<file path="config.mk">
export PLATFORM = sky130hd
export DESIGN_NAME = seg_scan_ctrl
export DESIGN_NICKNAME = d
export VERILOG_FILES = /design/src/rtl/seg_scan_ctrl.sv
export SDC_FILE = /design/constraint.sdc
export NUM_CORES = 1
export LEC_CHECK = 0
export CAP_MARGIN = 20
export CORE_ASPECT_RATIO = 0.75
export CORE_MARGIN = 2
export CORE_UTILIZATION = 30
export CTS_CLUSTER_SIZE = 25
export DETAILED_ROUTE_END_ITERATION = 8
export GPL_ROUTABILITY_DRIVEN = 0
export PLACE_DENSITY = 0.52
export SLEW_MARGIN = 15
export SYNTH_ARGS = -nofsm -noshare
export SYNTH_HDL_FRONTEND = slang
export SYNTH_SLANG_ARGS = --single-unit
export TNS_END_PERCENT = 30
</file>
<file path="constraint.sdc">
create_clock -name clk -period 7.5 [get_ports clk]
set_input_delay 1.5 -clock clk [delete_from_list [all_inputs] [get_ports clk]]
set_output_delay 1.5 -clock clk [all_outputs]
set_load 0.02 [all_outputs]
</file>
<file path="src/rtl/seg_scan_ctrl.sv">
// seg_scan_ctrl: time-multiplexed HH:MM scan controller driving one shared
// BCD-to-seven-segment decoder, with inter-digit blanking, leading hour-tens
// zero suppression and frame-aligned (tear-free) display snapshots.
module seg_scan_ctrl #(
    parameter int DWELL_CYCLES = 1000,
    parameter int BLANK_CYCLES = 50
) (
    input  logic       clk,
    input  logic       rst_n,
    input  logic       en,
    input  logic       upd,
    input  logic [7:0] hh_bcd,
    input  logic [7:0] mm_bcd,
    input  logic       pm,
    input  logic [6:0] seg_in,
    output logic [3:0] bcd_sel,
    output logic [6:0] seg_out,
    output logic [3:0] digit_en,
    output logic       dp,
    output logic       frame_tick
);

    localparam int CNT_MAX = (DWELL_CYCLES > BLANK_CYCLES) ? DWELL_CYCLES : BLANK_CYCLES;
    localparam int CW      = $clog2(CNT_MAX + 1);
    localparam logic [CW-1:0] DWELL_LOAD = CW'(DWELL_CYCLES - 1);
    localparam logic [CW-1:0] BLANK_LOAD = (BLANK_CYCLES > 0) ? CW'(BLANK_CYCLES - 1) : '0;
    localparam logic [3:0]    BCD_OFF    = 4'hF;

    typedef enum logic [1:0] {
        IDLE,
        DWELL,
        BLANK
    } state_t;

    state_t        state, state_nx;
    logic [1:0]    idx, idx_nx;
    logic [CW-1:0] cnt, cnt_nx;
    // {hh[7:0], mm[7:0], pm}
    logic [16:0]   shadow, shadow_nx;
    logic [16:0]   snapshot, snapshot_nx;
    logic          pending, pending_nx;
    logic          advance;
    logic          tick_nx;
    logic [3:0]    nibble;
    logic [3:0]    digit_en_nx, bcd_sel_nx;
    logic          dp_nx;

    // Scan sequencing plus shadow/snapshot bookkeeping for the coming cycle.
    always_comb begin
        state_nx    = state;
        idx_nx      = idx;
        cnt_nx      = cnt;
        shadow_nx   = shadow;
        snapshot_nx = snapshot;
        pending_nx  = pending;
        advance     = 1'b0;
        tick_nx     = 1'b0;

        if (upd) begin
            shadow_nx = {hh_bcd, mm_bcd, pm};
        end

        if (!en) begin
            state_nx = IDLE;
            idx_nx   = 2'd0;
            cnt_nx   = '0;
        end else begin
            case (state)
                IDLE: begin
                    state_nx = DWELL;
                    idx_nx   = 2'd0;
                    cnt_nx   = DWELL_LOAD;
                end
                DWELL: begin
                    if (cnt == '0) begin
                        if (BLANK_CYCLES > 0) begin
                            state_nx = BLANK;
                            cnt_nx   = BLANK_LOAD;
                        end else begin
                            advance = 1'b1;
                        end
                    end else begin
                        cnt_nx = cnt - CW'(1);
                    end
                end
                BLANK: begin
                    if (cnt == '0) begin
                        advance = 1'b1;
                    end else begin
                        cnt_nx = cnt - CW'(1);
                    end
                end
                default: begin
                    state_nx = IDLE;
                end
            endcase
        end

        if (advance) begin
            state_nx = DWELL;
            idx_nx   = idx + 2'd1;
            cnt_nx   = DWELL_LOAD;
            tick_nx  = (idx == 2'd3);
        end

        // The snapshot uses the shadow as it stood before this cycle's upd,
        // so an upd landing on a boundary stays pending for the next frame.
        if (pending && (tick_nx || state == IDLE)) begin
            snapshot_nx = shadow;
            pending_nx  = 1'b0;
        end
        if (upd) begin
            pending_nx = 1'b1;
        end
    end

    // Registered decoder drive derived from the next state and next snapshot.
    always_comb begin
        digit_en_nx = 4'b0000;
        bcd_sel_nx  = BCD_OFF;
        dp_nx       = 1'b0;
        case (idx_nx)
            2'd0:    nibble = snapshot_nx[16:13];
            2'd1:    nibble = snapshot_nx[12:9];
            2'd2:    nibble = snapshot_nx[8:5];
            default: nibble = snapshot_nx[4:1];
        endcase
        if (state_nx == DWELL) begin
            digit_en_nx = 4'b0001 << idx_nx;
            bcd_sel_nx  = (idx_nx == 2'd0 && nibble == 4'd0) ? BCD_OFF : nibble;
            dp_nx       = (idx_nx == 2'd1) && snapshot_nx[0];
        end
    end

    // State, snapshot and registered outputs.
    always_ff @(posedge clk) begin
        if (!rst_n) begin
            state      <= IDLE;
            idx        <= 2'd0;
            cnt        <= '0;
            shadow     <= '0;
            snapshot   <= '0;
            pending    <= 1'b0;
            digit_en   <= 4'b0000;
            bcd_sel    <= BCD_OFF;
            dp         <= 1'b0;
            frame_tick <= 1'b0;
        end else begin
            state      <= state_nx;
            idx        <= idx_nx;
            cnt        <= cnt_nx;
            shadow     <= shadow_nx;
            snapshot   <= snapshot_nx;
            pending    <= pending_nx;
            digit_en   <= digit_en_nx;
            bcd_sel    <= bcd_sel_nx;
            dp         <= dp_nx;
            frame_tick <= tick_nx;
        end
    end

    // Pass decoder segments only while a real digit is lit.
    always_comb begin
        seg_out = 7'h00;
        if (digit_en != 4'b0000 && bcd_sel != BCD_OFF) begin
            seg_out = seg_in;
        end
    end

endmodule
</file>
==> impl_metrics.tcl <==
set metrics [dict create \
    crit_family "simple AND/OR/NAND/NOR gates" \
    antenna_cells 0 \
    critPathBufInv 1 \
    clkTransAtPathRegs_ns 0.05 \
    core_area_um2 9774 \
    total_power_mw 0.9185 \
    ys_seq_area_frac 0.3867 \
    setup_viol 0 \
    cts-root-buf "clkbuf_16" \
    synth_flop_cell "dfxtp_1" \
    power.density_nw_per_um2 233.1 \
    wire_per_inst_um 14.91 \
    fin_nets 421 \
    crit_fanout 20 \
    die_h_um 91.38 \
    synth.most_common_cell "dfxtp_1" \
    crit_required_ns 7.73 \
    cts.repair.resized 0 \
    final.setup.tns_ns 0 \
    timing.rr.end "bcd_sel[2]" \
    grt_pass1_vias 2366 \
    slowest_stage "clkdlybuf4s50_1" \
    async_reset_ff_frac 0 \
    clk_path_buf_depth 2 \
    hold_depth 2 \
    holdBufCountCts 0 \
    power_leakage_nw 1.489 \
    min_path_type "register to register" \
    r2r-start "cnt[0]" \
    synth_fp_nets 384 \
    end_kind "register" \
    antenna_found_initial 0 \
    cpPeakStageDelay_ns 0.90 \
    worstHoldStart "snapshot[11]" \
    h-tree-depth 3 \
    tightest_slew_ns 1.086 \
    clkLatencyLatePin_ns 0.33 \
    ys_top_cells_by_area "dfxtp_1, mux2i_1, nor2b_1, and2_1, a21oi_1" \
    yosys-top-cells-count "dfxtp_1, mux2i_1, nand2_1, nor2b_1" \
    rrSetupSlack_ns 4.18 \
    cap_violations 0 \
    vias 2677 \
    overflow 0 \
    peakVddDrop_uv 80.51 \
    ant_nets 0 \
    initialDrtViolationCount 150 \
    cts_setup_buffers 0 \
    worstSetupPathType "input port to register" \
    die_w_um 120.5 \
    syn_inst 350 \
    yosysTopAreaCellShare 0.3867 \
    numPortBuffers 44 \
    hold_viol 0 \
    status "completed" \
    fill_cells 979 \
    drive_gt1_frac 0.07143 \
    cts_inserted_buffers 9 \
    period_needed_ns 4.256 \
    min_period_over_period 0.5675 \
    relSlewSlack 0.2738 \
    fmax_mhz 235.0 \
    initial_core_util 0.3125 \
    crit_chain "clkdlybuf4s50_1, and4_1, nand4_1, nand3_1, nand2_1, or4_1, o311ai_1" \
    critPathArrivalTime_ns 4.48 \
    timing_max_transition_violations_final 0 \
    firstDrtPassIters 5 \
    io_pins 45 \
    routed_via_density 5.109 \
    fp-row-count 31 \
    syn_area_um2 3054 \
    synth-edff-count 0 \
    areaGrowthSynthToFinish_pct 29.00 \
    rsz0062_at_grt "false" \
    crit_path_start_kind "input port" \
    grt_max_degree 51 \
    drc 0 \
    track_usage 0.1482 \
    die_area_um2 11010 \
    yosys.area.top_type "dfxtp_1" \
    syn_avg_cell_area_um2 8.726 \
    hpwlAfterDp_mm 5.553 \
    cts_tree "yes" \
    worstRegToRegCells 7 \
    ys_types 51 \
    wl_mm 7.815 \
    hold_path_end "snapshot[11]" \
    fin_skew_ns 0.003183 \
    yosys_warnings 0 \
    grt_pass1_wl_mm 12.83 \
    ys_ff_latch 59 \
    cts.sinks 59 \
]
-- sequential cells by signal (all words and copies together) (netlist names) --
register / cells
bcd_sel: 4
idx: 2
snapshot: 17
dp: 1
pending: 1
shadow: 17
frame_tick: 1
cnt: 10
digit_en: 4
state: 2
-- kinds of logic (layout without fill, tap and decap cells) --
family,count (synthesis),in the layout,synth area share
xor gates and xnor gates,2,2,0.005736
DFF,59,59,0.3867
AOI/OAI and AO/OA,85,85,0.1872
buffers and inverters,33,75,0.04260
and+or+nand+nor,138,138,0.2630
adders and majority gates,6,6,0.02458
muxes,27,27,0.09013
-- cell usage in the layout, fill, tap and decap left out, drive strengths merged, types with 6 or more instances in the layout --
cell type	instances
dfxtp	59
clkdlybuf4s50	44
nand2	23
nor2b	23
mux2i	23
and2	21
a21oi	21
nand3	20
o21ai	17
inv	15
a21boi	12
nor2	11
clkbuf	10
nor3	7
o211ai	7
nand4	6
ha	6
nor3b	6
-- layout make-up --
| cell class | instances | area (µm²) | area share |
|---|---|---|---|
| inverter | 14 | 52.55 | 0.01334 |
| timing repair buffer | 45 | 447.9 | 0.1137 |
| clock buffer | 10 | 239.0 | 0.06065 |
| multi-input combinational | 258 | 1743 | 0.4424 |
| clock inverter | 6 | 111.4 | 0.02826 |
| tap | 132 | 165.2 | 0.04192 |
| sequential | 59 | 1181 | 0.2998 |
-- worst min-delay path: cells and delay by family, from the launching register on --
| family | cells | cell delay [ns] |
|---|---|---|
| DFF | 1 | 0.30 |
| AOI/OAI and AO/OA | 1 | 0.07 |
| and+or+nand+nor | 1 | 0.07 |
-- worst max-delay path by stage --
| stage | startpoint | end | cells past startpoint |
|---|---|---|---|
| floorplan | en | bcd_sel[2] | 6 |
| global placement | en | bcd_sel[3] | 7 |
| detailed placement | en | bcd_sel[3] | 7 |
| CTS | seg_in[0] | seg_out[0] | 3 |
| global route | en | bcd_sel[3] | 7 |
| finish | en | bcd_sel[3] | 7 |
-- stage by stage --
step,utilization,setup slack [ns],std cells,instance area (µm²),hold WS (ns)
final,0.4031,3.244,524,3940,0.4918
after global routing,0.4031,2.956,524,3940,0.5130
after detailed placement,0.3673,2.944,508,3590,0.4823
after floorplan,-,4.236,350,3054,0.4618
after global placement,0.3673,3.020,508,3590,0.4721
after CTS,0.4031,3.290,524,3940,0.4919
-- power by group --
group / total [mW] / switching, mW / internal, mW
logic: 0.0991 / 0.0531 / 0.0460
clock network: 0.481 / 0.147 / 0.334
registers: 0.338 / 0.0117 / 0.327
-- metal layers --
layer,GRT usage,share of wire,up-vias
li1,-,-,1355
met1,0.2199,0.53,1220
met2,0.1982,0.39,95
met3,0.04648,0.075,7
met4,0.04942,0.0097,0
met5,0,0,-
(Power assumes the default switching activity.)
